--- config.mk ---
export PLATFORM = sky130hd
export DESIGN_NAME = cla_serial_add_ctrl
export DESIGN_NICKNAME = d
export VERILOG_FILES = /design/src/rtl/cla_serial_add_ctrl_pkg.sv /design/src/rtl/cla_4bit.sv /design/src/rtl/cla_serial_add_ctrl.sv
export SDC_FILE = /design/constraint.sdc
export NUM_CORES = 1
export LEC_CHECK = 0
export CAP_MARGIN = 20
export CORE_MARGIN = 2
export CORE_UTILIZATION = 35
export DETAILED_ROUTE_END_ITERATION = 12
export GPL_TIMING_DRIVEN = 0
export SKIP_CTS_REPAIR_TIMING = 1
export SYNTH_ARGS = -nofsm -noshare
export SYNTH_HDL_FRONTEND = slang
export SYNTH_SLANG_ARGS = --single-unit
--- constraint.sdc ---
create_clock -name clk -period 3.1 [get_ports clk]
set_input_delay 0.31 -clock clk [delete_from_list [all_inputs] [get_ports clk]]
set_output_delay 0.31 -clock clk [all_outputs]
set_load 0.05 [all_outputs]
--- src/rtl/cla_serial_add_ctrl_pkg.sv ---
// Shared definitions for the serial nibble-wide add/subtract unit:
// controller states, slice width and the default operand width.
package cla_serial_add_ctrl_pkg;

  typedef enum logic [1:0] {
    IDLE = 2'd0,
    RUN  = 2'd1,
    DONE = 2'd2
  } state_t;

  localparam int NIBBLE_W      = 4;
  localparam int DEFAULT_WIDTH = 16;

endpackage

--- src/rtl/cla_4bit.sv ---
// Four-bit carry-lookahead adder slice. Carries are formed directly from
// generate/propagate terms so the slice is a single flat level of logic.
// ovfl is the signed overflow of this slice taken as the top of a word:
// carry into the MSB differs from carry out of it.
module cla_4bit (
  input  logic [3:0] A,
  input  logic [3:0] B,
  input  logic       Cin,
  output logic [3:0] S,
  output logic       Cout,
  output logic       ovfl
);

  logic [3:0] gen;
  logic [3:0] prop;
  logic [4:0] carry;

  // Lookahead carries expanded from the generate/propagate terms.
  always_comb begin
    gen      = A & B;
    prop     = A ^ B;
    carry[0] = Cin;
    carry[1] = gen[0] | (prop[0] & Cin);
    carry[2] = gen[1] | (prop[1] & gen[0]) | (prop[1] & prop[0] & Cin);
    carry[3] = gen[2] | (prop[2] & gen[1]) | (prop[2] & prop[1] & gen[0])
             | (prop[2] & prop[1] & prop[0] & Cin);
    carry[4] = gen[3] | (prop[3] & gen[2]) | (prop[3] & prop[2] & gen[1])
             | (prop[3] & prop[2] & prop[1] & gen[0])
             | (prop[3] & prop[2] & prop[1] & prop[0] & Cin);
    S        = prop ^ carry[3:0];
    Cout     = carry[4];
    ovfl     = carry[3] ^ carry[4];
  end

endmodule

--- src/rtl/cla_serial_add_ctrl.sv ---
// Area-reduced 16-bit add/subtract: one cla_4bit slice is reused across
// the nibbles, least significant first, with the inter-nibble carry held
// in a register. Subtraction is A + ~B + 1, the +1 entering as the
// initial carry. Results and flags hold until the next accepted start.
module cla_serial_add_ctrl
  import cla_serial_add_ctrl_pkg::*;
#(
  parameter int WIDTH = DEFAULT_WIDTH
) (
  input  logic             clk,
  input  logic             rst,
  input  logic             start,
  input  logic             sub,
  input  logic [WIDTH-1:0] A,
  input  logic [WIDTH-1:0] B,
  output logic             busy,
  output logic             done,
  output logic [WIDTH-1:0] Sum,
  output logic             Cout,
  output logic             Ovfl,
  output logic             Zero
);

  localparam int NIBBLES = WIDTH / NIBBLE_W;
  localparam int IDX_W   = (NIBBLES > 1) ? $clog2(NIBBLES) : 1;
  localparam logic [IDX_W-1:0] LAST_IDX = IDX_W'(NIBBLES - 1);

  state_t              state_q;
  logic [WIDTH-1:0]    opA_q;
  logic [WIDTH-1:0]    opB_q;
  logic                carry_q;
  logic [IDX_W-1:0]    idx_q;
  logic                busy_q;
  logic                done_q;
  logic [WIDTH-1:0]    sum_q;
  logic                cout_q;
  logic                ovfl_q;
  logic                zero_q;

  logic [WIDTH-1:0]    sum_d;
  logic [NIBBLE_W-1:0] sliceA;
  logic [NIBBLE_W-1:0] sliceB;
  logic [NIBBLE_W-1:0] sliceS;
  logic                sliceCout;
  logic                sliceOvfl;

  // Select the operand nibbles for the current step and merge the slice
  // result into the running sum, so the last step can test the full word.
  always_comb begin
    sliceA = '0;
    sliceB = '0;
    sum_d  = sum_q;
    for (int n = 0; n < NIBBLES; n++) begin
      if (idx_q == n[IDX_W-1:0]) begin
        sliceA                        = opA_q[n*NIBBLE_W +: NIBBLE_W];
        sliceB                        = opB_q[n*NIBBLE_W +: NIBBLE_W];
        sum_d[n*NIBBLE_W +: NIBBLE_W] = sliceS;
      end
    end
  end

  cla_4bit slice_u (
    .A    (sliceA),
    .B    (sliceB),
    .Cin  (carry_q),
    .S    (sliceS),
    .Cout (sliceCout),
    .ovfl (sliceOvfl)
  );

  // Controller: accept in IDLE/DONE, one nibble per RUN cycle, one DONE cycle.
  always_ff @(posedge clk) begin
    if (rst) begin
      state_q <= IDLE;
      opA_q   <= '0;
      opB_q   <= '0;
      carry_q <= 1'b0;
      idx_q   <= '0;
      busy_q  <= 1'b0;
      done_q  <= 1'b0;
      sum_q   <= '0;
      cout_q  <= 1'b0;
      ovfl_q  <= 1'b0;
      zero_q  <= 1'b0;
    end else begin
      case (state_q)
        IDLE, DONE: begin
          done_q <= 1'b0;
          if (start) begin
            opA_q   <= A;
            opB_q   <= sub ? ~B : B;
            carry_q <= sub;
            idx_q   <= '0;
            busy_q  <= 1'b1;
            state_q <= RUN;
          end else begin
            state_q <= IDLE;
          end
        end
        RUN: begin
          sum_q   <= sum_d;
          carry_q <= sliceCout;
          idx_q   <= idx_q + 1'b1;
          if (idx_q == LAST_IDX) begin
            cout_q  <= sliceCout;
            ovfl_q  <= sliceOvfl;
            zero_q  <= (sum_d == '0);
            busy_q  <= 1'b0;
            done_q  <= 1'b1;
            state_q <= DONE;
          end
        end
        default: begin
          busy_q  <= 1'b0;
          done_q  <= 1'b0;
          state_q <= IDLE;
        end
      endcase
    end
  end

  assign busy = busy_q;
  assign done = done_q;
  assign Sum  = sum_q;
  assign Cout = cout_q;
  assign Ovfl = ovfl_q;
  assign Zero = zero_q;

endmodule

==> flow_summary.json, run 1 <==
{
  "status": "finished clean",
  "clkLatencyLatePin_ns": 0.33,
  "path_class": "flop to flop",
  "ant_nets": 0,
  "clock.fmax_mhz": 343,
  "yosysSeqAreaShare_pct": 42.5,
  "async_flop_share_pct": 0,
  "drcViolationCount": 0,
  "cp-end-kind": "flop",
  "ir_worst_vdd_mv": 0.185,
  "critPathMaxFanout": 10,
  "slew_headroom_pct": 63.0,
  "cp_common_cell": "a21oi_1",
  "total_power_mw": 1.82,
  "p_per_area_mw_per_mm2": 499,
  "numCtsBuffers": 9,
  "coreArea_sq_mm": 0.00765,
  "cts-root-buf": "clkbuf_8",
  "ff_latch_area_sq_mm": 0.00116,
  "start_util_pct": 35.7,
  "crit_path_cell_trace": "inv_1, ha_1, clkbuf_2, nand3b_1, a21oi_1, a21oi_1, o21ai_0, ha_1, nand3_2, and3b_1, or3_1, a21oi_1",
  "die_area_sq_mm": 0.00853,
  "min_period_ns": 2.92,
  "ys.flop_type": "dfxtp_1",
  "globalplace.congestion": 0.844,
  "r2r_end": "Sum[2]$_SDFFE_PP0N_",
  "drtPass1Iterations": 5,
  "hold_start": "sub",
  "cts.clk_slew.worst_paths_ns": 0.06,
  "hold_viol_final": 0,
  "maxCapViolations": 0,
  "antenna_cells": 0,
  "synth-edff-count": 0,
  "grt_pass1_wl_um": 11800,
  "fin_hold_ws_ns": 0.420,
  "crit_buf_inv": 2,
  "die_w_um": 92.4,
  "ys_types": 40,
  "grt_setup_unrepaired": "no",
  "cpPeakStageDelay_ns": 0.39,
  "reg2reg_depth": 12,
  "reg2reg_from": "idx_q[1]$_SDFFE_PP0P_",
  "wire_per_inst_um": 14.5,
  "nFillCells": 778,
  "period_share_pct": 94.1,
  "area_growth_pct": 33.4,
  "leakage_nw": 1.28,
  "overflow": 0,
  "fin_area_sq_mm": 0.00364,
  "tightestPinTransition_ns": 0.555,
  "synth_top_area_share_pct": 42.5,
  "regToRegSetupSlack_ns": 0.18,
  "fin_nets": 449,
  "crit_path_start_kind": "flop",
  "worst_hold_path_type": "primary input to flop",
  "via_count": 2558,
  "ys_seq_elements": 58,
  "multi_input_area_sq_mm": 0.00149,
  "synth_largest_area_cell": "dfxtp_1",
  "syn-cell-area_sq_mm": 0.00273,
  "holdPathStages": 3,
  "cts_tree": "yes",
  "io_buffers": 54,
  "clk_path_buf_depth": 2,
  "grt_usage_pct": 17.7,
  "die_h_um": 92.4,
  "routed_wl_um": 7390,
  "crit_arrival_ns": 3.17,
  "critPathTopFamily": "simple AND/OR/NAND/NOR gates",
  "placed_area_sq_mm": 0.00340,
  "antenna_found_initial": 0,
  "slowest_stage": "dfxtp_1",
  "ios": 57,
  "htreeDepth": 3,
  "clock-sinks": 58,
  "synth_warnings": 0,
  "synthCells": 338,
  "finalMaxSlewViolations": 0,
  "cp.required_ns": 3.36,
  "synth.area.top_cells": "dfxtp_1, nand2_1, a21oi_1",
  "skew_ns": 0.00780,
  "layout-drive-gt1-share_pct": 10.0,
  "avgSynthCellArea_sq_um": 8.08,
  "dp_hpwl_um": 5360,
  "rows": 32,
  "drt-initial-drc-count": 135,
  "first_global_vias": 2420,
  "syn_nets": 383,
  "worstHoldEndpoint": "opB_q[2]$_SDFFE_PP0P_",
  "setup_violations": 0,
  "avgViaCountPerCell": 5.01,
  "grt_max_degree": 11
}
synth_stat cells, types with 2 or more instances:
library cell and number:
nor4_1 3, a21oi_1 46, buf_2 10, a22oi_1 2
ha_1 8, a211oi_1 18, clkbuf_1 14, nand2_1 64
or3_1 4, nor2_1 27, xnor2_1 18, a311oi_1 3
nand3_1 8, nand2b_1 2, nand3b_1 8, a31oi_1 2
dfxtp_1 58, o211ai_1 2, o21ai_0 17, inv_1 4
kinds of logic after synthesis:
logic type / count (synthesis) / share of synthesized area [%]
xor gates and xnor gates: 18 / 5.77
adders and majority gates: 9 / 4.40
buffers and inverters: 30 / 4.99
and+or+nand+nor: 126 / 21.2
AOI/OAI and AO/OA: 97 / 21.2
DFF: 58 / 42.5
worst max path at each step:
stage / start / end / slack [ns] / cells past startpoint
final: idx_q[1]$_SDFFE_PP0P_ / Sum[2]$_SDFFE_PP0N_ / 0.18 / 12
after global routing: idx_q[1]$_SDFFE_PP0P_ / Sum[10]$_SDFFE_PP0N_ / 0.006 / 12
after global placement: idx_q[0]$_SDFFE_PP0P_ / Sum[15]$_SDFFE_PP0N_ / -0.14 / 12
after floorplan: idx_q[0]$_SDFFE_PP0P_ / Zero$_SDFFE_PP0P_ / 0.59 / 10
after CTS: idx_q[0]$_SDFFE_PP0P_ / Sum[15]$_SDFFE_PP0N_ / -0.25 / 12
after detailed placement: idx_q[0]$_SDFFE_PP0P_ / Sum[15]$_SDFFE_PP0N_ / -0.24 / 12
cell usage in the layout (no fill, tap or decap), types with 2 or more instances in the layout:
cell / instances
nor4_1: 3
ha_1: 6
a211oi_1: 18
inv_1: 4
a21oi_1: 46
ha_2: 2
dfxtp_1: 58
clkbuf_2: 3
or3_1: 4
clkbuf_8: 12
nor2_1: 27
clkbuf_1: 12
nand3b_1: 8
o211ai_1: 2
clkdlybuf4s50_1: 54
o21ai_0: 16
buf_2: 11
nand2b_1: 2
xnor2_1: 17
a22oi_1: 2
nand2_1: 64
nand3_1: 8
clkinv_2: 2
a311oi_1: 3
a31oi_1: 2
stage by stage:
stage	util, %	worst slack [ns]	TNS [ns]	cells
3_3_place_gp	44.5	-0.137	-0.513	494
4_1_cts	46.9	-0.253	-1.07	510
2_1_floorplan	-	0.594	0	338
5_1_grt	47.7	0.00623	0	511
6_report	47.7	0.184	0	511
3_5_place_dp	44.5	-0.241	-1.01	494
registers in the layout, indices dropped and copies added (netlist names):
register	flops
done	1
idx_q	2
Sum	16
opB_q	16
Zero	1
busy	1
state_q	2
opA_q	16
Ovfl	1
Cout	1
carry_q	1
worst register-to-register path: stages, from the launching register on:
cell and delay, ns:
dfxtp_1 0.39, inv_1 0.09, ha_1 0.25, clkbuf_2 0.22, nand3b_1 0.20, a21oi_1 0.17, a21oi_1 0.06, o21ai_0 0.34
ha_1 0.20, nand3_2 0.18, and3b_1 0.29, or3_1 0.36, a21oi_1 0.12
layout make-up:
| class | count | area share (%) |
|---|---|---|
| buffer | 26 | 3.47 |
| clock buffer | 14 | 4.74 |
| clock inverter | 2 | 0.275 |
| inverter | 4 | 0.412 |
| multi-input combinational | 251 | 40.9 |
| sequential | 58 | 31.9 |
| tap | 102 | 3.50 |
| timing repair buffer | 54 | 14.8 |
power by group:
group / switching, mW / leakage [nW] / internal (mW)
Clock: 0.286 / 0.0965 / 0.354
Combinational: 0.203 / 0.706 / 0.163
Sequential: 0.0270 / 0.475 / 0.788
metal layers:
| layer | GRT usage, % | wire length (um) |
|---|---|---|
| met1 | 23.1 | 3340 |
| met2 | 28.5 | 3470 |
| met3 | 4.56 | 478 |
| met4 | 5.72 | 100 |
| met5 | 0 | 0 |
(Power assumes the default switching activity.)
==> inputs of run 2 (changes only) <==
ABC_AREA = 1   (was default)
PLACE_DENSITY_LB_ADDON = 0.25   (was default)
==> run 2 against run 1 <==
Compared with the run above: first-iteration DRC count down 30%; global-route usage increased by 0.30 points; flip-flop and latch count unchanged; non-clock buffer count fell by 3; via count up 9.9%; synthesized cell count is 19% higher; final cell count increased by 13%; design area increased by 3.3%; hold slack got worse by 0.019 ns; combinational power increased by 50%; critical path depth is 4 higher; clock power is 2% lower; critical path type unchanged; critical endpoint is now Zero$_SDFFE_PP0P_; highest routed layer unchanged.
==> flow_summary.json, run 2 <==
{
  "avgViaCountPerCell": 4.87,
  "path_class": "flop to flop",
  "synth-edff-count": 0,
  "via_count": 2812,
  "mostFrequentLayoutCells": "nor2_1, nand2_1, dfxtp_1",
  "grt_pass1_wl_um": 12300,
  "synth_largest_area_cell": "dfxtp_1",
  "die_area_sq_mm": 0.00898,
  "grt_usage_pct": 18.0,
  "cts.clk_slew.worst_paths_ns": 0.07,
  "worst_hold_path_type": "primary input to flop",
  "period_share_pct": 90.7,
  "p_per_area_mw_per_mm2": 534,
  "io_buffers": 55,
  "status": "finished clean",
  "clkLatencyLatePin_ns": 0.35,
  "leakage_nw": 1.64,
  "antenna_found_initial": 0,
  "cts_tree": "yes",
  "wire_per_inst_um": 13.1,
  "cts-root-buf": "clkbuf_8",
  "syn_nets": 447,
  "slowest_stage": "fa_2",
  "die_w_um": 94.8,
  "synth_warnings": 0,
  "nFillCells": 863,
  "fin_area_sq_mm": 0.00377,
  "layout_commonest_cell": "nor2_1",
  "grt_max_degree": 11,
  "tightestPinTransition_ns": 0.549,
  "area_growth_pct": 30.6,
  "dp_hpwl_um": 5580,
  "setup_violations": 0,
  "maxCapViolations": 0,
  "fin_nets": 513,
  "critPathMaxFanout": 10,
  "crit_arrival_ns": 3.09,
  "numCtsBuffers": 9,
  "synth_top_area_share_pct": 40.3,
  "tns_ns": 0,
  "ys_types": 29,
  "antenna_cells": 0,
  "synthCells": 402,
  "overflow": 0,
  "ys_seq_elements": 58,
  "synthTopCellsByCount": "nor2_1, nand2_1, dfxtp_1",
  "slew_headroom_pct": 63.4,
  "fin_hold_ws_ns": 0.402,
  "critPathTopFamily": "adder cells",
  "layout-drive-gt1-share_pct": 9.09,
  "ant_nets": 0,
  "yosysSeqAreaShare_pct": 40.3,
  "rows": 33,
  "hold_viol_final": 0,
  "placed_area_sq_mm": 0.00357,
  "synth.most_common_cell": "nor2_1",
  "start_util_pct": 35.6,
  "skew_ns": 0.00443,
  "drcViolationCount": 0,
  "drtPass1Iterations": 4,
  "htreeDepth": 3,
  "cp.required_ns": 3.38,
  "ys.flop_type": "dfxtp_1",
  "ios": 57,
  "crit_buf_inv": 3,
  "crit_path_start_kind": "flop",
  "synth.area.top_cells": "dfxtp_1, o21ai_0, nor2_1",
  "globalplace.congestion": 0.883,
  "clk_path_buf_depth": 2,
  "min_period_ns": 2.81,
  "die_h_um": 94.8,
  "avgSynthCellArea_sq_um": 7.17,
  "drt-initial-drc-count": 95,
  "async_flop_share_pct": 0,
  "first_global_vias": 2632,
  "cpPeakStageDelay_ns": 0.55,
  "clock.fmax_mhz": 356,
  "crit_path_cell_trace": "inv_1, ha_1, inv_2, buf_4, o211ai_1, a21oi_1, fa_2, nand2_1, nand2_1, nor2_1, nand2_1, nor2_1, nand3_1, nor2_1, nand3_1, a21oi_2",
  "syn-cell-area_sq_mm": 0.00288,
  "ir_worst_vdd_mv": 0.199,
  "routed_wl_um": 7550,
  "clock-sinks": 58,
  "cp-end-kind": "flop",
  "coreArea_sq_mm": 0.00809,
  "finalMaxSlewViolations": 0
}
-- run 2: cell count changes in the layout (fill, tap and decap cells not counted), sizes merged, moves of 3 or more --
cell	before	now
nor2	27	65
o21ai	17	51
inv	4	34
a211oi	18	2
nand3	9	22
a21oi	47	35
nand3b	8	0
o211ai	2	10
clkbuf	27	20
or2	1	7
or3	4	0
a311oi	3	0
nand2	64	61
nor4	3	0
-- run 2: worst reg2reg max path: stages (launching register included) --
cell,delay [ns]
dfxtp_1,0.38
inv_1,0.09
ha_1,0.22
inv_2,0.12
buf_4,0.18
o211ai_1,0.09
a21oi_1,0.31
fa_2,0.55
nand2_1,0.11
nand2_1,0.06
nor2_1,0.09
nand2_1,0.07
nor2_1,0.09
nand3_1,0.08
nor2_1,0.09
nand3_1,0.09
a21oi_2,0.12
-- run 2: through the flow --
stage          instances  worst slack [ns]  util, %  total power, mW
2_1_floorplan        402             0.522        -             1.21
3_3_place_gp         562            0.0266     44.1             1.38
3_5_place_dp         562           0.00189     44.1             1.39
4_1_cts              578           -0.0188     46.2             2.01
5_1_grt              578        -0.0000520     46.5             2.11
6_report             578             0.289     46.5             2.01
-- run 2: final timing paths --
path                                 from               endpoint  slack, ns  cells past startpoint
setup / recovery    idx_q[1]$_SDFFE_PP0P_      Zero$_SDFFE_PP0P_       0.29                     16
setup reg to reg    idx_q[1]$_SDFFE_PP0P_      Zero$_SDFFE_PP0P_       0.29                     16
hold / removal                        sub  opB_q[3]$_SDFFE_PP0P_       0.40                      3
hold reg to reg   state_q[0]$_SDFFE_PP0P_      busy$_SDFFE_PP0P_       0.47                      1
-- run 2: logic make-up (layout without fill, tap and decap cells) --
kind of cell | after synthesis | in the layout | share of synthesized area, %
AOI/OAI and AO/OA | 106 | 106 | 20.1
adders and majority gates | 9 | 9 | 4.17
buffers and inverters | 57 | 128 | 8.03
xor gates and xnor gates | 16 | 16 | 4.86
and+or+nand+nor | 156 | 156 | 22.6
DFF | 58 | 58 | 40.3
-- run 2: area by class of cell --
cell class | count | area (sq um) | share of cell area [%]
multi-input cells | 287 | 1510 | 40.0
clock inverters | 5 | 30.0 | 0.797
well taps | 105 | 131 | 3.49
repair buffers | 56 | 558 | 14.8
clock buffers | 11 | 141 | 3.75
plain buffers | 21 | 108 | 2.86
flip-flops and latches | 58 | 1160 | 30.8
inverters | 35 | 131 | 3.49
-- run 2: per-layer routing --
metal	routed length, um	up-vias	global-route usage, %	share of wire [%]
li1	-	1456	-	-
met1	3490	1261	22.8	46
met2	3420	77	28.0	45
met3	433	18	4.71	5.7
met4	208	0	9.18	2.8
met5	0	-	0	0
-- run 2: report_power, final --
part	internal, mW	switching [mW]
combinational	0.214	0.333
clock	0.307	0.317
sequential	0.803	0.0348
